$ cat config.mk
export PLATFORM = sky130hd
export DESIGN_NAME = out_channel_reader_flat
export DESIGN_NICKNAME = d
export VERILOG_FILES = /design/src/rtl/out_channel_reader_if.sv /design/src/rtl/out_channel_reader.sv /design/src/flat_wrapper.sv
export SDC_FILE = /design/constraint.sdc
export NUM_CORES = 1
export LEC_CHECK = 0
export CORE_UTILIZATION = 40
export CTS_CLUSTER_DIAMETER = 50
export DETAILED_ROUTE_END_ITERATION = 10
export PLACE_DENSITY_LB_ADDON = 0.3
export REMOVE_ABC_BUFFERS = 1
export SLEW_MARGIN = 30
export SYNTH_ARGS = -nofsm -noshare
export SYNTH_HDL_FRONTEND = slang
export SYNTH_SLANG_ARGS = --single-unit
$ cat constraint.sdc
create_clock -name clock -period 1.75 [get_ports clock]
set_input_delay 0.4375 -clock clock [delete_from_list [all_inputs] [get_ports clock]]
set_output_delay 0.4375 -clock clock [all_outputs]
set_load 0.005 [all_outputs]
$ cat src/rtl/out_channel_reader_if.sv
// Stream bundle for the program output channel.
// The producer side pushes words and the consumer side drains them over valid/ready.
interface out_channel_reader_if #(
  parameter int MemoryElementWidth = 12
);
  logic                          outWrite;
  logic [MemoryElementWidth-1:0] outData;
  logic                          rdValid;
  logic [MemoryElementWidth-1:0] rdData;
  logic                          rdReady;

  modport master (
    output outWrite,
    output outData,
    output rdReady,
    input  rdValid,
    input  rdData
  );

  modport slave (
    input  outWrite,
    input  outData,
    input  rdReady,
    output rdValid,
    output rdData
  );
endinterface

$ cat src/rtl/out_channel_reader.sv
// Consumer end of the program output channel: circular buffer drained over valid/ready,
// with delivery count, sticky drop/protocol flags and a done indication after finish.
module out_channel_reader #(
  parameter int MemoryElementWidth = 12,
  parameter int NOut               = 3,
  parameter int CountWidth         = 32
) (
  input  logic                         clock,
  input  logic                         reset,
  out_channel_reader_if.slave          chan,
  input  logic                         finished,
  output logic                         outFull,
  output logic [$clog2(NOut+1)-1:0]    level,
  output logic [CountWidth-1:0]        delivered,
  output logic                         overflow,
  output logic                         protoError,
  output logic                         done
);

  localparam int LevelWidth = $clog2(NOut + 1);
  localparam int PtrWidth   = (NOut > 1) ? $clog2(NOut) : 1;

  localparam logic [1:0] StRun   = 2'd0;
  localparam logic [1:0] StFlush = 2'd1;
  localparam logic [1:0] StDone  = 2'd2;

  function automatic logic [PtrWidth-1:0] nextPtr(input logic [PtrWidth-1:0] p);
    if (p == PtrWidth'(NOut - 1)) begin
      nextPtr = '0;
    end else begin
      nextPtr = p + PtrWidth'(1);
    end
  endfunction

  logic [MemoryElementWidth-1:0] mem_r [NOut];
  logic [PtrWidth-1:0]           wrPos_r;
  logic [PtrWidth-1:0]           rdPos_r;
  logic [LevelWidth-1:0]         level_r;
  logic                          outFull_r;
  logic                          rdValid_r;
  logic [MemoryElementWidth-1:0] rdData_r;
  logic [CountWidth-1:0]         delivered_r;
  logic                          overflow_r;
  logic                          protoError_r;
  logic                          done_r;
  logic [1:0]                    state_r;

  logic                          inDone_s;
  logic                          pop_s;
  logic                          push_s;
  logic                          drop_s;
  logic [PtrWidth-1:0]           wrPosNext_s;
  logic [PtrWidth-1:0]           rdPosNext_s;
  logic [LevelWidth-1:0]         levelNext_s;
  logic [MemoryElementWidth-1:0] rdDataNext_s;
  logic [1:0]                    stateNext_s;

  // Buffer bookkeeping for this cycle's push/pop
  always_comb begin
    inDone_s    = (state_r == StDone);
    pop_s       = rdValid_r && chan.rdReady;
    push_s      = chan.outWrite && !inDone_s && ((level_r < LevelWidth'(NOut)) || pop_s);
    drop_s      = chan.outWrite && !inDone_s && !push_s;
    wrPosNext_s = push_s ? nextPtr(wrPos_r) : wrPos_r;
    rdPosNext_s = pop_s ? nextPtr(rdPos_r) : rdPos_r;
    case ({push_s, pop_s})
      2'b10:   levelNext_s = level_r + LevelWidth'(1);
      2'b01:   levelNext_s = level_r - LevelWidth'(1);
      default: levelNext_s = level_r;
    endcase
    // The new head is the word being written when it lands on the next read slot
    if (push_s && (wrPos_r == rdPosNext_s)) begin
      rdDataNext_s = chan.outData;
    end else begin
      rdDataNext_s = mem_r[rdPosNext_s];
    end
  end

  // Run/flush/done sequencing; finished is only looked at while running
  always_comb begin
    stateNext_s = state_r;
    case (state_r)
      StRun: begin
        if (finished) begin
          stateNext_s = (levelNext_s == '0) ? StDone : StFlush;
        end else begin
          stateNext_s = StRun;
        end
      end
      StFlush: begin
        if (levelNext_s == '0) begin
          stateNext_s = StDone;
        end else begin
          stateNext_s = StFlush;
        end
      end
      StDone:  stateNext_s = StDone;
      default: stateNext_s = StRun;
    endcase
  end

  // State, storage and registered outputs
  always_ff @(posedge clock) begin
    if (reset) begin
      for (int i = 0; i < NOut; i++) begin
        mem_r[i] <= '0;
      end
      wrPos_r      <= '0;
      rdPos_r      <= '0;
      level_r      <= '0;
      outFull_r    <= 1'b0;
      rdValid_r    <= 1'b0;
      rdData_r     <= '0;
      delivered_r  <= '0;
      overflow_r   <= 1'b0;
      protoError_r <= 1'b0;
      done_r       <= 1'b0;
      state_r      <= StRun;
    end else begin
      if (push_s) begin
        mem_r[wrPos_r] <= chan.outData;
      end
      wrPos_r   <= wrPosNext_s;
      rdPos_r   <= rdPosNext_s;
      level_r   <= levelNext_s;
      outFull_r <= (levelNext_s == LevelWidth'(NOut));
      rdValid_r <= (levelNext_s != '0);
      rdData_r  <= rdDataNext_s;
      if (pop_s) begin
        delivered_r <= delivered_r + CountWidth'(1);
      end
      if (drop_s) begin
        overflow_r <= 1'b1;
      end
      if (chan.outWrite && inDone_s) begin
        protoError_r <= 1'b1;
      end
      // done trails DONE entry by one cycle
      done_r  <= inDone_s;
      state_r <= stateNext_s;
    end
  end

  assign chan.rdValid = rdValid_r;
  assign chan.rdData  = rdData_r;
  assign outFull      = outFull_r;
  assign level        = level_r;
  assign delivered    = delivered_r;
  assign overflow     = overflow_r;
  assign protoError   = protoError_r;
  assign done         = done_r;

endmodule
$ cat src/flat_wrapper.sv
// flat-port wrapper written by rule: the top's interface ports become plain ports
module out_channel_reader_flat 
#(
  parameter int MemoryElementWidth = 12,
  parameter int NOut               = 3,
  parameter int CountWidth         = 32
)
  (clock, reset, finished, outFull, level, delivered, overflow, protoError, done, chan_outWrite, chan_outData, chan_rdReady, chan_rdValid, chan_rdData);
  out_channel_reader_if #(.MemoryElementWidth(MemoryElementWidth)) chan_i ();
  input  logic clock;
  input  logic reset;
  input  logic finished;
  output logic outFull;
  output logic [$clog2(NOut+1)-1:0] level;
  output logic [CountWidth-1:0] delivered;
  output logic overflow;
  output logic protoError;
  output logic done;
  input wire logic [$bits(chan_i.outWrite)-1:0] chan_outWrite;
  input wire logic [$bits(chan_i.outData)-1:0] chan_outData;
  input wire logic [$bits(chan_i.rdReady)-1:0] chan_rdReady;
  output wire logic [$bits(chan_i.rdValid)-1:0] chan_rdValid;
  output wire logic [$bits(chan_i.rdData)-1:0] chan_rdData;
  assign chan_i.outWrite = chan_outWrite;
  assign chan_i.outData = chan_outData;
  assign chan_i.rdReady = chan_rdReady;
  assign chan_rdValid = chan_i.rdValid;
  assign chan_rdData = chan_i.rdData;
  out_channel_reader #(.MemoryElementWidth(MemoryElementWidth), .NOut(NOut), .CountWidth(CountWidth)) u_core (.clock(clock), .reset(reset), .chan(chan_i), .finished(finished), .outFull(outFull), .level(level), .delivered(delivered), .overflow(overflow), .protoError(protoError), .done(done));
endmodule
==> impl_metrics.json <==
{
  "status": "complete, no violations",
  "setup_violations": 0,
  "cts_max_level": 3,
  "dieArea_um2": 12730,
  "synthesis.area_um2": 4911,
  "post-route-min-period_ns": 1.748,
  "period_share_pct": 99.91,
  "tritoncts": "done",
  "ys_ff_latch": 105,
  "drive_gt1_share_pct": 20.97,
  "gp_congestion": 0.8610,
  "r2r_end": "u_core.chan.rdData[11]$_SDFF_PP0_",
  "path_max_fanout": 6,
  "floorplan.initialDensity_pct": 40.89,
  "power_mw": 6.929,
  "synthSimpleGateAreaFrac_pct": 28.76,
  "fill_cells": 1072,
  "seqCellArea_um2": 2611,
  "drt_pre_antenna_iters": 7,
  "ir_drop_v": 0.0005742,
  "end_kind": "flip-flop",
  "dp_hpwl_mm": 7.816,
  "synth_compound_area_share_pct": 9.197,
  "relSlewSlack_pct": 68.42,
  "synth_mux_area_share_pct": 0.4076,
  "nNetsFinal": 633,
  "min-delay-start": "u_core.overflow$_SDFFE_PP0P_",
  "ys_top_cells_by_count": "71 x nand2_1, 59 x nor2_1, 57 x dfxtp_1, 52 x nand3_1, 48 x edfxtp_1",
  "worst-slew-pin-transition_ns": 0.4737,
  "antenna_cells": 0,
  "synthAdderAreaFrac_pct": 0.2548,
  "clock_sinks": 105,
  "yosys.area.top_type": "edfxtp_1",
  "vias": 4124,
  "hold_end": "u_core.overflow$_SDFFE_PP0P_",
  "arrival_ns": 1.98,
  "cp_data_required_time_ns": 1.98,
  "yosys_warnings": 0,
  "die-height_um": 112.8,
  "setup.worst_path.class": "in2reg",
  "die_w_um": 112.8,
  "synth_xor_area_share_pct": 5.350,
  "hold_path_depth": 2,
  "fmax_mhz": 571.9,
  "grt_pass1_wl_mm": 19.97,
  "overflow": 0,
  "wl_per_cell_um": 16.30,
  "tns_ns": 0,
  "hold_path.class": "reg2reg",
  "synth_top_area_share_pct": 29.35,
  "synth_top_family_by_area": "simple AND/OR/NAND/NOR gates",
  "async_flop_share_pct": 0,
  "ys_seq_area_share_pct": 52.59,
  "cellPowerDensity_nw_per_um2": 1064,
  "drv_cap": 0,
  "drc": 0,
  "hold_violations": 0,
  "port_buffers": 67,
  "boundaryPins": 68,
  "grt_pass1_vias": 3967,
  "synth.most_common_cell": "nand2_1",
  "drt_iter0_markers": 246,
  "viasPerCell": 5.377,
  "ant_nets": 0,
  "coreArea_um2": 12010,
  "postCtsHoldBufs": 0,
  "clkLatencyLatePin_ns": 0.36,
  "cts.clk_slew.worst_paths_ns": 0.07,
  "root_buffer": "clkbuf_16",
  "cp-start-kind": "input pin",
  "startpoint": "chan_rdReady",
  "num_rows": 40,
  "antenna_found_initial": 0,
  "synth_cells": 508,
  "slew_viol_final": 0,
  "multiInputGateArea_um2": 2278,
  "areaGrowthSynthToFinish_pct": 32.59,
  "p_leak_nw": 2.625,
  "avgSynthCellArea_um2": 9.667,
  "reg2reg_depth": 7,
  "r2r_slack_ns": 0.02,
  "cts_buffer_depth": 2,
  "regToRegStartpoint": "u_core.chan.rdValid$_SDFF_PP0_",
  "grt_max_degree": 36,
  "synth-edff-count": 48,
  "totalWireLength_mm": 12.50,
  "final.setup.worst_slack_ns": 0.001523,
  "synth_cell_types": 51,
  "netlist_top_cells_area": "edfxtp_1 29%, dfxtp_1 23%, nand2_1 5.4%",
  "ys.flop_type": "dfxtp_1",
  "grt_usage_pct": 20.56,
  "pre_cts_slack_ns": -0.5217,
  "skew_ns": 0.009526,
  "cts_inserted_buffers": 9
}
==> worst max-delay path by stage <==
stage,to,slack (ns)
finish,u_core.chan.rdData[11]$_SDFF_PP0_,0.002
detailed placement,u_core.chan.rdData[1]$_SDFF_PP0_,-0.52
CTS,delivered[10],0.003
floorplan,u_core.mem_r[2][0]$_SDFFCE_PN0P_,-0.84
global route,u_core.chan.rdData[11]$_SDFF_PP0_,-0.05
global placement,u_core.chan.rdData[10]$_SDFF_PP0_,-0.48
==> power breakdown <==
part	leakage, nW	switching (mW)	internal, mW
combinational	1.53	1.04	0.899
sequential	0.958	0.124	2.83
clock	0.135	0.936	1.11
==> per-layer routing <==
layer | share of wire, % | track usage, % | wire length (um) | vias to the layer above
li1 | - | - | - | 2010
met1 | 45 | 26.27 | 5636 | 1980
met2 | 47 | 33.33 | 5904 | 121
met3 | 6.1 | 4.928 | 768 | 13
met4 | 1.5 | 8.800 | 191 | 0
met5 | 0 | 0 | 0 | -
==> repair_timing <==
item                       CTS  global route
pin swaps                    6             3
resized for setup           40            18
setup buffers                3             2
setup endpoints to repair   92            33
gates cloned                 3             0
==> kinds of logic after synthesis <==
group | Yosys count
AND/OR/NAND/NOR | 277
buffers and inverters | 33
AO/OA/AOI/OAI | 60
flip-flops | 105
multiplexers | 2
adder cells (fa/ha/maj) | 1
XOR/XNOR | 30
==> state kept, by name, summed over array words and instances (netlist names), 2 cells and up <==
register            flops
u_core.mem_r           48
u_core.wrPos_r          2
u_core.state_r          2
u_core.chan.rdData     12
u_core.rdPos_r          2
u_core.level            2
u_core.delivered       32
==> metrics by stage <==
stage	hold WS, ns	utilization [%]	std cells	instance area, um2
after floorplan	0.4604	-	478	4753
after global placement	0.4691	50.15	743	6023
after detailed placement	0.4823	50.15	743	6023
after CTS	0.4994	53.72	765	6452
after global routing	0.5298	54.21	767	6511
final	0.4855	54.21	767	6511
==> cell type report <==
type                            count  area share, %
Clock buffer                        9          3.459
Clock inverter                      7          1.095
Inverter                            3         0.1729
Multi-Input combinational cell    373          34.99
Sequential cell                   105          40.10
Tap cell                          147          2.825
Timing Repair Buffer              123          17.35
==> cell usage in the layout (no fill, tap or decap), types with 3 or more instances in the layout <==
cell type        synthesis  routed
nand2_1                 71      71
o31ai_1                  8       6
clkdlybuf4s50_1          0      53
buf_6                    2       5
buf_4                    2      48
edfxtp_1                48      48
nand3_1                 52      52
xnor2_1                  6       6
nor2b_1                 16      16
and2_1                  14      14
and3_1                  27      26
o21ai_0                 16      16
a21o_1                   3       3
a211oi_1                13      13
dlygate4sd2_1            0      12
dfxtp_2                  0      23
nand4_1                 10      10
clkbuf_16                0       9
buf_12                   0       3
o31ai_2                  4       5
o221a_4                  1       4
dfxtp_1                 57      34
nor3_1                   6       4
xor2_1                  24      24
a21oi_1                  6       6
nor2_1                  59      59
==> worst max-delay path, stage by stage <==
cell           delay (ns)
dlygate4sd2_1        0.27
buf_4                0.16
and4bb_2             0.27
o21a_4               0.26
o221a_4              0.32
nand2_1              0.15
o31ai_4              0.09
(Power assumes the default switching activity.)
